**src/rtl/rf_pkg.sv**
```systemverilog
// Shared definitions for the register-file write arbiter: width defaults,
// the round-robin priority state and the per-cycle grant encoding.
package rf_pkg;

    localparam int DATA_W_DEF = 8;
    localparam int ADDR_W_DEF = 4;

    // Which requester wins the next contested cycle.
    typedef enum logic {
        PRI_A = 1'b0,
        PRI_B = 1'b1
    } pri_t;

    // Outcome of arbitration in a single cycle.
    typedef enum logic [1:0] {
        GNT_NONE = 2'd0,
        GNT_A    = 2'd1,
        GNT_B    = 2'd2
    } gnt_t;

    // Select at most one requester; the priority state only matters on contention.
    function automatic gnt_t arbitrate(input logic a_valid,
                                       input logic b_valid,
                                       input pri_t pri);
        gnt_t gnt;
        gnt = GNT_NONE;
        if (a_valid && b_valid) begin
            gnt = (pri == PRI_A) ? GNT_A : GNT_B;
        end else if (a_valid) begin
            gnt = GNT_A;
        end else if (b_valid) begin
            gnt = GNT_B;
        end
        return gnt;
    endfunction

    // The requester just served loses priority; idle cycles keep the state.
    function automatic pri_t next_pri(input pri_t cur, input gnt_t gnt);
        pri_t nxt;
        nxt = cur;
        case (gnt)
            GNT_A:   nxt = PRI_B;
            GNT_B:   nxt = PRI_A;
            default: nxt = cur;
        endcase
        return nxt;
    endfunction

endpackage

```
**src/rtl/rf_fwd.sv**
```systemverilog
// Read-port bypass: returns the value sitting in the registered write stage
// when it targets the address being read, otherwise the raw register file data.
// The output is named fwd_do because 'do' is a reserved word.
module rf_fwd #(
    parameter int DATA_W = rf_pkg::DATA_W_DEF,
    parameter int ADDR_W = rf_pkg::ADDR_W_DEF
) (
    input  logic              we,
    input  logic [ADDR_W-1:0] ptr_w,
    input  logic [DATA_W-1:0] di,
    input  logic [ADDR_W-1:0] ptr,
    input  logic [DATA_W-1:0] rf_do,
    output logic [DATA_W-1:0] fwd_do
);

    logic hit;

    // Only the write stage is considered; ungranted requests never bypass.
    assign hit    = we && (ptr_w == ptr);
    assign fwd_do = hit ? di : rf_do;

endmodule

```
**src/rtl/rf_wr_arb.sv**
```systemverilog
// Two-requester write arbiter in front of a register file write port.
// A (ALU writeback) and B (load writeback) share one registered write stage
// with round-robin priority on contention; both read ports are bypassed from
// that stage so consumers see a write in the cycle it is presented.
module rf_wr_arb
    import rf_pkg::*;
#(
    parameter int DATA_W = DATA_W_DEF,
    parameter int ADDR_W = ADDR_W_DEF
) (
    input  logic              clk,
    input  logic              reset,
    // requester A: ALU writeback
    input  logic              a_valid,
    input  logic [ADDR_W-1:0] a_ptr,
    input  logic [DATA_W-1:0] a_di,
    output logic              a_ready,
    // requester B: load writeback
    input  logic              b_valid,
    input  logic [ADDR_W-1:0] b_ptr,
    input  logic [DATA_W-1:0] b_di,
    output logic              b_ready,
    // register file write port
    output logic              we,
    output logic [ADDR_W-1:0] ptr_w,
    output logic [DATA_W-1:0] di,
    // register file read ports
    input  logic [ADDR_W-1:0] ptr_a,
    input  logic [ADDR_W-1:0] ptr_b,
    input  logic [DATA_W-1:0] rf_do_a,
    input  logic [DATA_W-1:0] rf_do_b,
    output logic [DATA_W-1:0] do_a,
    output logic [DATA_W-1:0] do_b
);

    pri_t pri;
    gnt_t gnt;

    // Combinational grant; nothing is accepted while reset is held.
    always_comb begin
        // NOTE: every output of this block gets a default first so no path
        // leaves a value unassigned, which would otherwise infer a latch.
        gnt     = GNT_NONE;
        a_ready = 1'b0;
        b_ready = 1'b0;
        if (!reset) begin
            gnt     = arbitrate(a_valid, b_valid, pri);
            a_ready = (gnt == GNT_A);
            b_ready = (gnt == GNT_B);
        end
    end

    // Registered write stage and priority update, one cycle after the transfer.
    always_ff @(posedge clk) begin
        // NOTE: non-blocking assignments keep every register here sampling
        // the pre-edge values, independent of statement order.
        if (reset) begin
            we    <= 1'b0;
            ptr_w <= '0;
            di    <= '0;
            pri   <= PRI_A;
        end else begin
            we  <= (gnt != GNT_NONE);
            pri <= next_pri(pri, gnt);
            case (gnt)
                GNT_A: begin
                    ptr_w <= a_ptr;
                    di    <= a_di;
                end
                GNT_B: begin
                    ptr_w <= b_ptr;
                    di    <= b_di;
                end
                default: begin
                    ptr_w <= ptr_w;
                    di    <= di;
                end
            endcase
        end
    end

    rf_fwd #(
        .DATA_W (DATA_W),
        .ADDR_W (ADDR_W)
    ) u_fwd_a (
        .we     (we),
        .ptr_w  (ptr_w),
        .di     (di),
        .ptr    (ptr_a),
        .rf_do  (rf_do_a),
        .fwd_do (do_a)
    );

    rf_fwd #(
        .DATA_W (DATA_W),
        .ADDR_W (ADDR_W)
    ) u_fwd_b (
        .we     (we),
        .ptr_w  (ptr_w),
        .di     (di),
        .ptr    (ptr_b),
        .rf_do  (rf_do_b),
        .fwd_do (do_b)
    );

endmodule

```
**config.mk**
```make
export PLATFORM = sky130hd
export DESIGN_NAME = rf_wr_arb
export DESIGN_NICKNAME = d
export VERILOG_FILES = /design/src/rtl/rf_pkg.sv /design/src/rtl/rf_fwd.sv /design/src/rtl/rf_wr_arb.sv
export SDC_FILE = /design/constraint.sdc
export NUM_CORES = 1
export LEC_CHECK = 0
export CAP_MARGIN = 20
export CORE_MARGIN = 2
export CORE_UTILIZATION = 34
export DETAILED_ROUTE_END_ITERATION = 12
export PLACE_DENSITY = 0.86
export SLEW_MARGIN = 20
export SYNTH_ARGS = -nofsm -noshare
export SYNTH_HDL_FRONTEND = slang
export SYNTH_SLANG_ARGS = --single-unit
export TNS_END_PERCENT = 100
```
**constraint.sdc**
```tcl
create_clock -name clk -period 5.13 [get_ports clk]
set_clock_uncertainty 0.2 [all_clocks]
set_input_delay 0.7695 -clock clk [delete_from_list [all_inputs] [get_ports clk]]
set_output_delay 0.7695 -clock clk [all_outputs]
set_load 0.1 [all_outputs]
```
==> results.txt, run 1 <==
----------------------------------------------------
[Outcome]
  Result of the run ... finished clean

[Floorplan]
  Placeable core region ... 2710 sq um
  Overall die height ... 57.0 um
  Area of the die ... 3240 sq um
  Initial core utilization ... 0.352
  Number of top-level design ports ... 83
  Width of the chip ... 57.0 um
  Count of standard-cell rows ... 19

[Global route]
  Gr usage total ... 0.179
  Via count of the first global-routing pass ... 1018
  First-pass GRT wire length ... 4620 um
  GRT Residual Overflow ... 0
  Number of antenna violations at the first check in global routing ... 0
  Pin count of the biggest net entering global routing ... 27

[Clock tree]
  Clock transition at the register clock pins on the worst setup and hold paths after CTS ... 80 ps
  Root buffer selected by CTS ... clkbuf_4
  Number of H-tree branching levels ... 1
  Number of sinks on the clock net ... 14
  Post-CTS Setup Bufs ... 0
  Max Buffers Root-to-Sink ... 2
  CTS buffer count ... 3
  Post-cts gate resize count ... 0
  Count of hold-fix buffers inserted at cts ... 0
  Insertion delay to the later sink of the worst-skew pair ... 270 ps
  CTS tree ... done

[Pwr]
  Cell leakage power ... 0.677 nW
  Maximum VDD drop ... 0.177 mV
  Cell-internal power ... 0.253 mW
  Proportion of power drawn by the clock network ... 0.158
  Fraction of power consumed by sequential logic ... 0.272
  Power share of the combinational group ... 0.570
  Switching share of power ... 0.485
  Net Sw Power ... 0.238 mW
  Power per cell area ... 275 nW/um^2

[Timing]
  Highest clock rate ... 274 MHz
  Post-layout minimum cycle time ... 3650 ps
  Final setup fails ... 0
  Worst setup slack after layout ... 1480 ps
  Final critical-path share of the clock period ... 0.712
  Final Max Tran Viols ... 0
  Worst relative slew slack ... 0.347
  Final setup TNS ... 0 ps
  Final Hold Slack ... 308 ps
  RSZ-0062 raised after global routing ... false
  Number of hold-slack violations in the final timing report ... 0
  Transition time of the tightest slew-check pin ... 977 ps

[Yosys]
  Per-instance average area after synthesis ... 9.83 sq um
  Cell with the most instances after synthesis ... mux2_2
  Area share of the largest cell type after synthesis ... 0.294
  Flip-flop and latch count after synthesis ... 14
  Synthesis Warnings ... 0
  Synthesized netlist net count ... 152
  Largest area contributor in the netlist ... dfxtp_1
  Synth Flop Type ... dfxtp_1
  Cell types occupying the most area after synthesis ... dfxtp_1 (29%), mux2_2 (19%), mux2i_1 (13%)
  Distinct cells, synth ... 16
  Number of synthesized flops with an enable pin ... 0
  Sequential cell area fraction in the yosys report ... 0.294
  Cell types with the highest counts after synthesis ... mux2_2 (16), dfxtp_1 (14), nor2_1 (14)
  Number of cells produced by synthesis ... 97
  Async S/R FF share, synth ... 0
  Cell area after synthesis ... 953 sq um

[Layout]
  Nets@finish ... 233
  Fill cell instance count of the final layout ... 219
  Proportion of layout cells with a drive suffix above 1 ... 0.226
  Area growth from synthesis to final layout ... 86.7%
  Antenna fix cells ... 0

[Route]
  Number of optimization iterations in the first detailed-route pass ... 2
  Average wire per cell in the routed design ... 14.3 um
  Via density per instance ... 4.96
  Number of vias in the routed layout ... 1031
  Detailed Route WL ... 2970 um
  Drt first-iter violations ... 11
  DRC errors left ... 0
  Post-route ant nets ... 0

[Critical path]
  Worst R2R Path Depth ... 6
  End of the critical path ... do_a[7]
  WS Path Type ... in2out
  Reg-to-reg endpoint ... di[6]
  Critical Path Start ... ptr_a[1]
  Maximum fanout along the worst path ... 8
  Source of the worst register-to-register timing path ... pri
  Reg2reg setup slack ... 2780 ps
  Startpoint class of the critical path ... input port
  Arrival time worst endpoint ... 2680 ps
  Crit. End Element ... primary output
  Required time reported for the critical path endpoint ... 4160 ps

[Place]
  Post-detailed-placement half-perimeter wirelength ... 2330 um
  Worst Setup Slack post-DPL ... 1470 ps
  GPL Wtd Cong ... 0.774
  Number of port buffers ... 82

[Worst hold path]
  Hold crit path type ... reg2reg

[Flow run]
  Max-cap check violation count ... 0

----------------------------------------------------
## registers in the layout (all words and copies together), names as in the netlist
| signal | count |
|---|---|
| ptr_w | 4 |
| di | 8 |
| pri | 1 |
| we | 1 |
## through the flow
| stage | cells | utilization | area (sq um) | power [mW] |
|---|---|---|---|---|
| final | 208 | 0.657 | 1780 | 0.490 |
| after detailed placement | 204 | 0.644 | 1740 | 0.415 |
| after floorplan | 97 | - | 953 | 0.332 |
| after CTS | 208 | 0.657 | 1780 | 0.494 |
| after global routing | 208 | 0.657 | 1780 | 0.511 |
| after global placement | 204 | 0.644 | 1740 | 0.411 |
## kinds of logic after synthesis
group | after synthesis | synth area share
muxes | 28 | 0.315
buffers and inverters | 8 | 0.0328
adders and majority gates | 3 | 0.0394
AOI/OAI and AO/OA | 13 | 0.102
xor gates and xnor gates | 8 | 0.0735
DFF | 14 | 0.294
and+or+nand+nor | 23 | 0.143
## layer usage
metal / vias to the layer above / global-route usage / routed length [um]
met3: 2 / 0.0385 / 255
met1: 464 / 0.224 / 1200
met4: 0 / 0.0432 / 12
li1: 515 / - / -
met5: - / 0 / 0
met2: 50 / 0.312 / 1500
## power by group through the flow
stage / Clock, mW / Combinational (mW) / Sequential (mW)
floorplan: 0 / 0.119 / 0.213
global placement: 0 / 0.276 / 0.135
detailed placement: 0 / 0.280 / 0.135
CTS: 0.0799 / 0.281 / 0.133
global route: 0.0845 / 0.291 / 0.135
finish: 0.0776 / 0.280 / 0.133
## area by class of cell
cell class / instances / area, sq um / area share
Tap cell: 31 / 38.8 / 0.0218
Clock buffer: 4 / 36.3 / 0.0204
Multi-Input combinational cell: 75 / 642 / 0.361
Timing Repair Buffer: 82 / 776 / 0.436
Sequential cell: 14 / 280 / 0.157
Inverter: 2 / 7.51 / 0.00422
## layout by cell type (no fill, tap or decap)
cell	synthesis	final
nor4_4	2	2
mux2_2	16	16
dfxtp_1	14	14
nor2_1	14	14
nand2_1	3	3
clkbuf_4	0	3
buf_4	0	18
a211oi_1	13	13
xor2_1	6	6
xnor2_1	2	2
ha_1	3	3
and3b_1	1	1
mux2i_1	12	12
nor2b_1	1	1
clkbuf_8	0	1
inv_1	2	2
clkdlybuf4s50_1	0	64
nor3b_1	2	2
## worst max-delay path: stages
cell	delay, ps
clkdlybuf4s50_1	420
xor2_1	180
nor4_4	650
mux2_2	420
buf_4	230
## worst min-delay path by stage
stage          from  end  slack, ps  cells after the start
2_1_floorplan   pri  pri        280                      2
3_3_place_gp    pri  pri        290                      2
3_5_place_dp    pri  pri        300                      2
4_1_cts         pri  pri        310                      2
5_1_grt         pri  pri        340                      2
6_report        pri  pri        310                      2
No activity file was read; power rests on OpenSTA's default activity.
==> run 2, diff against run 1 <==
--- a/config.mk
+++ b/config.mk
@@ -7,9 +7,9 @@
 export LEC_CHECK = 0
 export CAP_MARGIN = 20
 export CORE_MARGIN = 2
-export CORE_UTILIZATION = 34
+export CORE_UTILIZATION = 31
 export DETAILED_ROUTE_END_ITERATION = 12
-export PLACE_DENSITY = 0.86
+export PLACE_DENSITY = 0.79
 export SLEW_MARGIN = 20
 export SYNTH_ARGS = -nofsm -noshare
 export SYNTH_HDL_FRONTEND = slang
==> constraint.sdc (replaced) <==
create_clock -name clk -period 3.56 [get_ports clk]
set_clock_uncertainty 0.2 [all_clocks]
set_input_delay 0.534 -clock clk [delete_from_list [all_inputs] [get_ports clk]]
set_output_delay 0.534 -clock clk [all_outputs]
set_load 0.1 [all_outputs]
==> results.txt, run 2 (synthesized netlist as in run 1, its figures left out) <==
----------------------------------------------------
[Clock tree]
  Post-CTS Setup Bufs ... 0 (unchanged)
  Insertion delay to the later sink of the worst-skew pair ... 290 ps (+20 ps)
  Number of sinks on the clock net ... 14 (unchanged)
  Post-cts gate resize count ... 0 (unchanged)
  Number of H-tree branching levels ... 1 (unchanged)
  CTS tree ... done
  Root buffer selected by CTS ... clkbuf_4
  Count of hold-fix buffers inserted at cts ... 0 (unchanged)
  CTS buffer count ... 3 (unchanged)
  Clock transition at the register clock pins on the worst setup and hold paths after CTS ... 90 ps (about the same)
  Max Buffers Root-to-Sink ... 2 (unchanged)

[Critical path]
  Startpoint class of the critical path ... input port
  Required time reported for the critical path endpoint ... 2830 ps (-1330 ps)
  Arrival time worst endpoint ... 2370 ps (-310 ps)
  WS Path Type ... in2out
  Maximum fanout along the worst path ... 8 (unchanged)
  Crit. End Element ... primary output

[Floorplan]
  Area of the die ... 3530 sq um (+9.0%)
  Initial core utilization ... 0.320 (-0.0316)
  Overall die height ... 59.5 um (+4.4%)
  Count of standard-cell rows ... 20 (+1)
  Placeable core region ... 2980 sq um (+9.9%)
  Width of the chip ... 59.5 um (+4.4%)
  Number of top-level design ports ... 83 (unchanged)

[Timing]
  Worst relative slew slack ... 0.338 (-0.00905)
  Final setup TNS ... 0 ps (unchanged)
  Final critical-path share of the clock period ... 0.871
  Number of hold-slack violations in the final timing report ... 0 (unchanged)
  Final Max Tran Viols ... 0 (unchanged)
  Transition time of the tightest slew-check pin ... 990 ps (+13.5 ps)
  Highest clock rate ... 323 MHz
  Final setup fails ... 0 (unchanged)
  RSZ-0062 raised after global routing ... false
  Post-layout minimum cycle time ... 3100 ps

[Route]
  Drt first-iter violations ... 19 (+8)
  DRC errors left ... 0 (unchanged)
  Via density per instance ... 4.95 (-0.17%)
  Post-route ant nets ... 0 (unchanged)
  Number of vias in the routed layout ... 1054 (+2.2%)
  Number of optimization iterations in the first detailed-route pass ... 4 (+2)
  Detailed Route WL ... 3260 um (+9.9%)
  Average wire per cell in the routed design ... 15.3 um (+7.3%)

[Place]
  GPL Wtd Cong ... 0.634 (-18%)
  Number of port buffers ... 82 (unchanged)
  Post-detailed-placement half-perimeter wirelength ... 2700 um (+16%)

[Layout]
  Nets@finish ... 236 (+1.3%)
  Registers with the most flip-flops ... di (8), ptr_w (4)
  Proportion of layout cells with a drive suffix above 1 ... 0.244 (+0.0185)
  Area growth from synthesis to final layout ... 111%
  Most frequent cells in the layout ... clkdlybuf4s50_1 (64), mux2_2 (16), buf_12 (16)
  Largest Register ... di
  Commonest non-fill, non-tap cell in the layout ... clkdlybuf4s50_1
  Antenna fix cells ... 0 (unchanged)
  Max FFs per register ... 8 (unchanged)

[Global route]
  Number of antenna violations at the first check in global routing ... 0 (unchanged)
  GRT Residual Overflow ... 0 (unchanged)
  First-pass GRT wire length ... 5230 um (+13%)
  Gr usage total ... 0.195 (+0.0164)
  Via count of the first global-routing pass ... 1165 (+14%)
  Pin count of the biggest net entering global routing ... 15 (-44%)

[Pwr]
  Cell leakage power ... 0.767 nW (+13%)
  Maximum VDD drop ... 0.173 mV (-2.5%)
  Total power ... 0.750 mW (+53%)
  Power per cell area ... 373 nW/um^2 (+36%)

[Worst hold path]
  Hold crit path type ... reg2reg

[Flow run]
  Max-cap check violation count ... 0 (unchanged)

[Outcome]
  Result of the run ... finished clean

----------------------------------------------------
-- run 2: cell types whose count changed in the layout (fill, tap and decap cells not counted), sizes merged --
cell,delta
buf,+3
-- run 2: final cells by class --
class                   count  area (sq um)
repair buffers             85           998
fillers                   254           967
well taps                  33          41.3
flip-flops and latches     14           280
inverters                   2          7.51
multi-input cells          75           647
clock buffers               4          36.3
-- run 2: per-stage QoR --
step                      hold slack (ps)  setup WS (ps)  utilization  cells  cell area, sq um
after CTS                             320            404        0.675    213              2010
after global placement                291            454        0.663    209              1970
final                                 317            460        0.675    213              2010
after floorplan                       276            397            -     97               958
after detailed placement              300            410        0.663    209              1970
after global routing                  352            314        0.675    213              2010
-- run 2: power breakdown --
part           switching [mW]  leakage, nW  total, mW  internal (mW)
clock network          0.0540       0.0210      0.116         0.0623
registers              0.0189        0.116      0.193          0.174
logic                   0.282        0.630      0.441          0.159
total                   0.355        0.767      0.750          0.396
-- run 2: critical path, cell delays in order --
cell             delay [ps]
clkdlybuf4s50_1         430
xor2_1                  170
nor4_4                  620
mux2_2                  440
buf_12                  170
-- run 2: path summary, 6_finish.rpt --
check | startpoint | endpoint | slack [ps] | cells after the start
setup reg to reg | pri | di[2] | 1300 | 7
hold reg to reg | pri | pri | 320 | 2
hold / removal | pri | pri | 320 | 2
setup / recovery | ptr_b[3] | do_b[5] | 460 | 5
-- run 2: layer usage --
metal | track usage | part of all wire | wire, um
met5 | 0 | 0 | 0
met3 | 0.0437 | 0.079 | 259
met4 | 0.0487 | 0.0083 | 27
met1 | 0.219 | 0.38 | 1230
met2 | 0.366 | 0.54 | 1750
==> run 3, diff against run 2 <==
--- a/config.mk
+++ b/config.mk
@@ -6,9 +6,11 @@
 export NUM_CORES = 1
 export LEC_CHECK = 0
 export CAP_MARGIN = 20
+export CORE_ASPECT_RATIO = 1.2
 export CORE_MARGIN = 2
 export CORE_UTILIZATION = 31
 export DETAILED_ROUTE_END_ITERATION = 12
+export GPL_ROUTABILITY_DRIVEN = 1
 export PLACE_DENSITY = 0.79
 export SLEW_MARGIN = 20
 export SYNTH_ARGS = -nofsm -noshare
==> results.txt, run 3 (synthesized netlist as in run 1, its figures left out) <==
----------------------------------------------------
[Outcome]
  Result of the run ... finished clean

[Timing]
  Final setup TNS ... 0 ps (unchanged)
  Final critical-path share of the clock period ... 0.880 (+0.00934)
  Highest clock rate ... 319 MHz (-1.1%)
  Final setup fails ... 0 (unchanged)
  Transition time of the tightest slew-check pin ... 981 ps (-9.03 ps)
  Final Max Tran Viols ... 0 (unchanged)
  RSZ-0062 raised after global routing ... false
  Post-layout minimum cycle time ... 3130 ps (+33.2 ps)
  Worst setup slack after layout ... 427 ps (-33.2 ps)
  Number of hold-slack violations in the final timing report ... 0 (unchanged)
  Worst relative slew slack ... 0.344 (+0.00604)

[Clock tree]
  CTS tree ... done
  Max Buffers Root-to-Sink ... 2 (unchanged)
  Number of H-tree branching levels ... 1 (unchanged)
  Clock transition at the register clock pins on the worst setup and hold paths after CTS ... 80 ps (about the same)
  Number of sinks on the clock net ... 14 (unchanged)
  Count of hold-fix buffers inserted at cts ... 0 (unchanged)
  CTS buffer count ... 3 (unchanged)
  Root buffer selected by CTS ... clkbuf_4
  Post-cts gate resize count ... 0 (unchanged)
  Post-CTS Setup Bufs ... 0 (unchanged)
  Insertion delay to the later sink of the worst-skew pair ... 270 ps (-20 ps)

[Pwr]
  Cell leakage power ... 0.771 nW (+0.46%)
  Total power ... 0.747 mW (-0.43%)
  Power per cell area ... 369 nW/um^2 (-1.2%)
  Maximum VDD drop ... 0.235 mV (+36%)

[Place]
  GPL Wtd Cong ... 0.648 (+2.3%)
  Post-detailed-placement half-perimeter wirelength ... 2550 um (-5.7%)
  Placed cell count ... 212 (+1.4%)
  Number of port buffers ... 82 (unchanged)
  Worst Setup Slack post-DPL ... 420 ps (+9.73 ps)

[Route]
  Post-route ant nets ... 0 (unchanged)
  Via density per instance ... 4.86 (-1.8%)
  Average wire per cell in the routed design ... 14.1 um (-7.6%)
  Drt first-iter violations ... 15 (-4)
  Number of vias in the routed layout ... 1050 (-0.38%)
  Detailed Route WL ... 3060 um (-6.3%)
  Number of optimization iterations in the first detailed-route pass ... 4 (unchanged)
  DRC errors left ... 0 (unchanged)

[Global route]
  Busiest metal layer after global routing ... met2
  Number of antenna violations at the first check in global routing ... 0 (unchanged)
  Gr usage total ... 0.177 (-0.0177)
  Pin count of the biggest net entering global routing ... 16 (+1)
  GRT Residual Overflow ... 0 (unchanged)
  Via count of the first global-routing pass ... 1103 (-5.3%)
  GR Layer Usage met2 ... 0.353 (-0.0131)
  Met1 global-route usage ... 0.168 (-0.0507)
  Fraction of met3 tracks used by global routing ... 0.0461 (+0.00241)
  First-pass GRT wire length ... 4670 um (-11%)

[Layout]
  Proportion of layout cells with a drive suffix above 1 ... 0.244 (unchanged)
  Nets@finish ... 236 (unchanged)
  Non-filler cells in the finished layout ... 216 (+1.4%)
  Registers with the most flip-flops ... di (8), ptr_w (4)
  Most frequent cells in the layout ... clkdlybuf4s50_1 (64), buf_12 (17), mux2_2 (16)
  Max FFs per register ... 8 (unchanged)
  Commonest non-fill, non-tap cell in the layout ... clkdlybuf4s50_1
  Largest Register ... di
  Area growth from synthesis to final layout ... 113%
  Antenna fix cells ... 0 (unchanged)

[Critical path]
  Startpoint class of the critical path ... input port
  Arrival time worst endpoint ... 2400 ps (+30 ps)
  Crit. End Element ... primary output
  Maximum fanout along the worst path ... 8 (unchanged)
  Required time reported for the critical path endpoint ... 2830 ps (about the same)
  WS Path Type ... in2out

[Flow run]
  Max-cap check violation count ... 0 (unchanged)

[Floorplan]
  Width of the chip ... 54.6 um (-8.1%)
  Area of the die ... 3540 sq um (about the same)
  Number of top-level design ports ... 83 (unchanged)
  Placeable core region ... 3000 sq um (+0.76%)
  Count of standard-cell rows ... 22 (+10%)
  Initial core utilization ... 0.318 (-0.00240)
  Overall die height ... 64.8 um (+8.9%)

[Worst hold path]
  Hold crit path type ... reg2reg

----------------------------------------------------
run 3: cell types whose count changed in the layout (fill, tap and decap cells not counted):
| cell | before | now |
|---|---|---|
| buf_4 | 5 | 4 |
| buf_12 | 16 | 17 |
run 3: per-stage QoR:
step | util | area, sq um | hold slack, ps
2_1_floorplan | - | 958 | 276
3_3_place_gp | 0.663 | 1990 | 296
3_5_place_dp | 0.663 | 1990 | 303
4_1_cts | 0.676 | 2030 | 319
5_1_grt | 0.676 | 2030 | 336
6_report | 0.676 | 2030 | 315
run 3: area by class of cell:
cell class | instances | area, sq um
multi-input combinational | 75 | 647
timing repair buffer | 85 | 1010
tap | 36 | 45.0
clock buffer | 4 | 36.3
fill | 248 | 973
sequential | 14 | 280
inverter | 2 | 7.51
run 3: worst paths after layout:
| kind | cells after the start | start | slack (ps) | end |
|---|---|---|---|---|
| setup / recovery | 5 | ptr_b[3] | 430 | do_b[1] |
| hold / removal | 2 | pri | 320 | pri |
| setup reg to reg | 7 | pri | 1350 | ptr_w[1] |
| hold reg to reg | 2 | pri | 320 | pri |
run 3: per-layer routing:
metal,vias to the layer above,part of all wire
met2,51,0.57
met4,0,0.0020
li1,517,-
met5,-,0
met3,2,0.089
met1,480,0.34
run 3: report_power, final:
| part | switching [mW] | internal [mW] |
|---|---|---|
| combinational | 0.281 | 0.161 |
| clock | 0.0504 | 0.0622 |
| sequential | 0.0184 | 0.174 |
| total | 0.350 | 0.397 |
run 3: worst max-delay path, stage by stage:
cell	delay, ps
clkdlybuf4s50_1	410
xor2_1	170
nor4_4	660
mux2_2	440
buf_12	170
==> RTL change (config.mk and constraints of run 2) <==
The package constant `ADDR_W_DEF` goes from 4 to 5.
--- a/src/rtl/rf_pkg.sv
+++ b/src/rtl/rf_pkg.sv
@@ -5,3 +5,3 @@
     localparam int DATA_W_DEF = 8;
-    localparam int ADDR_W_DEF = 4;
+    localparam int ADDR_W_DEF = 5;
 
Ports: changed (5 resized); port bits go from 83 to 88. The function was not compared with the original's and may differ.
==> RTL change against run 2 <==
Final area up 3.0%. Die area up 4.8%. Synthesized area up 5.1%. Wire length down 2.3%. Power down 1.0%. First-iteration DRC count up 47%. Sequential cell count up 1. Critical path depth up 1. Worst setup slack worse by 28 ps. Largest power group unchanged.
==> RTL change: results (changes against run 2) <==
<table>
<tr><th>Metric</th><th>Value</th></tr>
<tr><th colspan="2">Run status</th></tr>
<tr><td>Status</td><td>completed (unchanged)</td></tr>
<tr><th colspan="2">Routing</th></tr>
<tr><td>Routed WL</td><td>3.187 mm (was 3.261 mm)</td></tr>
<tr><td>DRC violation total after the first TritonRoute iteration</td><td>28 (was 19)</td></tr>
<tr><td>Detail-routed via count per cell</td><td>4.697 (was 4.948)</td></tr>
<tr><th colspan="2">Timing</th></tr>
<tr><td>Worst Hold Margin</td><td>310.9 ps (was 317.4 ps)</td></tr>
<tr><td>Worst slew margin</td><td>34.69% (was 33.78%)</td></tr>
<tr><th colspan="2">Setup path</th></tr>
<tr><td>Arr. time, crit path</td><td>2390 ps (was 2370 ps)</td></tr>
<tr><td>Launch point of the critical path</td><td>ptr_a[2] (was ptr_b[3])</td></tr>
<tr><td>Startpoint of the worst-slack reg-to-reg timing path</td><td>pri (unchanged)</td></tr>
<tr><td>Setup slack of the worst register-to-register path</td><td>1420 ps (was 1300 ps)</td></tr>
<tr><td>Maximum single-stage delay on the critical path</td><td>430 ps (was 620 ps)</td></tr>
<tr><th colspan="2">Placed design</th></tr>
<tr><td>DPL Wire Length</td><td>2.728 mm (was 2.701 mm)</td></tr>
<tr><td>Placer's final routability congestion estimate</td><td>0.6375 (was 0.6335)</td></tr>
<tr><th colspan="2">Global routing</th></tr>
<tr><td>Global-route wire length before repair</td><td>4.609 mm (was 5.230 mm)</td></tr>
<tr><td>Vias in the first global route</td><td>1121 (was 1165)</td></tr>
<tr><td>Total routing usage reported by global routing</td><td>16.72% (was 19.50%)</td></tr>
<tr><td>Largest net degree at the start of global routing</td><td>29 (was 15)</td></tr>
<tr><th colspan="2">Layout</th></tr>
<tr><td>Net count of the finished layout</td><td>249 (was 236)</td></tr>
<tr><td>Ratio of cells with drive above 1 in the final layout</td><td>20.53% (was 24.44%)</td></tr>
<tr><td>Regs by FF count</td><td>di: 8 flops, ptr_w: 5 flops (was di: 8 flops, ptr_w: 4 flops)</td></tr>
<tr><th colspan="2">Synth</th></tr>
<tr><td>Dominant cells by area after synthesis</td><td>dfxtp_1 30%, mux2_2 18%, mux2i_1 13%, a211oi_1 10%, xor2_1 7.0% (was dfxtp_1 29%, mux2_2 19%, mux2i_1 13%, a211oi_1 10%, nor2_1 5.5%)</td></tr>
<tr><td>Most used standard cells in the synthesized netlist</td><td>16 x mux2_2, 15 x dfxtp_1, 15 x nor2_1 (was 16 x mux2_2, 14 x dfxtp_1, 14 x nor2_1)</td></tr>
<tr><td>Syn_nets</td><td>164 (was 152)</td></tr>
<tr><th colspan="2">Pwr</th></tr>
<tr><td>Static leakage power</td><td>0.8088 nW (was 0.7671 nW)</td></tr>
<tr><td>Worst supply voltage drop on vdd</td><td>0.2201 mV (was 0.1728 mV)</td></tr>
</table>
## RTL change: worst min-delay path, stage by stage (launching register included)
cell,delay (ps)
dfxtp_1,320
nor2_1,90
a211oi_1,50
## RTL change: cell families after synthesis
group	after synthesis	share of synthesized area, %
mux	29	30.96
xor+xnor	10	8.740
buf+inv	12	6.366
compound gates	14	10.49
flops	15	29.96
fa+ha+maj	2	2.496
simple gates	24	10.99
## RTL change: worst paths after layout
| kind | to | depth (start not counted) |
|---|---|---|
| hold / removal | pri | 2 |
| setup reg to reg | di[1] | 6 |
| setup / recovery | do_a[0] | 6 |
| hold reg to reg | pri | 2 |
## RTL change: metrics by stage
step	std cells	power [mW]	setup slack (ps)	instance area, um^2
CTS	234	0.7492	400.5	2072
floorplan	106	0.4936	519.4	1002
finish	234	0.7429	431.8	2072
global placement	230	0.6471	415.3	2046
global route	234	0.7732	303.4	2072
detailed placement	230	0.6545	401.9	2046
## RTL change: cell type report
| cell class | instances | area share, % |
|---|---|---|
| clock buffers | 4 | 1.268 |
| repair buffers | 89 | 50.24 |
| inverters | 3 | 0.5435 |
| well taps | 44 | 2.657 |
| flip-flops and latches | 15 | 14.49 |
| multi-input cells | 79 | 30.80 |
## RTL change: where the power goes
group	leakage, nW	internal, mW	switching (mW)
Combinational	0.670	0.162	0.279
Sequential	0.124	0.187	0.0208
Clock	0.0150	0.0435	0.0507
Total	0.809	0.392	0.351
## RTL change: per-layer routing
| metal | share of wire [%] | track usage [%] | up-vias |
|---|---|---|---|
| met3 | 7.3 | 3.838 | 6 |
| met2 | 55 | 33.33 | 50 |
| met1 | 36 | 16.30 | 498 |
| li1 | - | - | 545 |
| met5 | 0 | 0 | - |
| met4 | 1.5 | 6.522 | 0 |
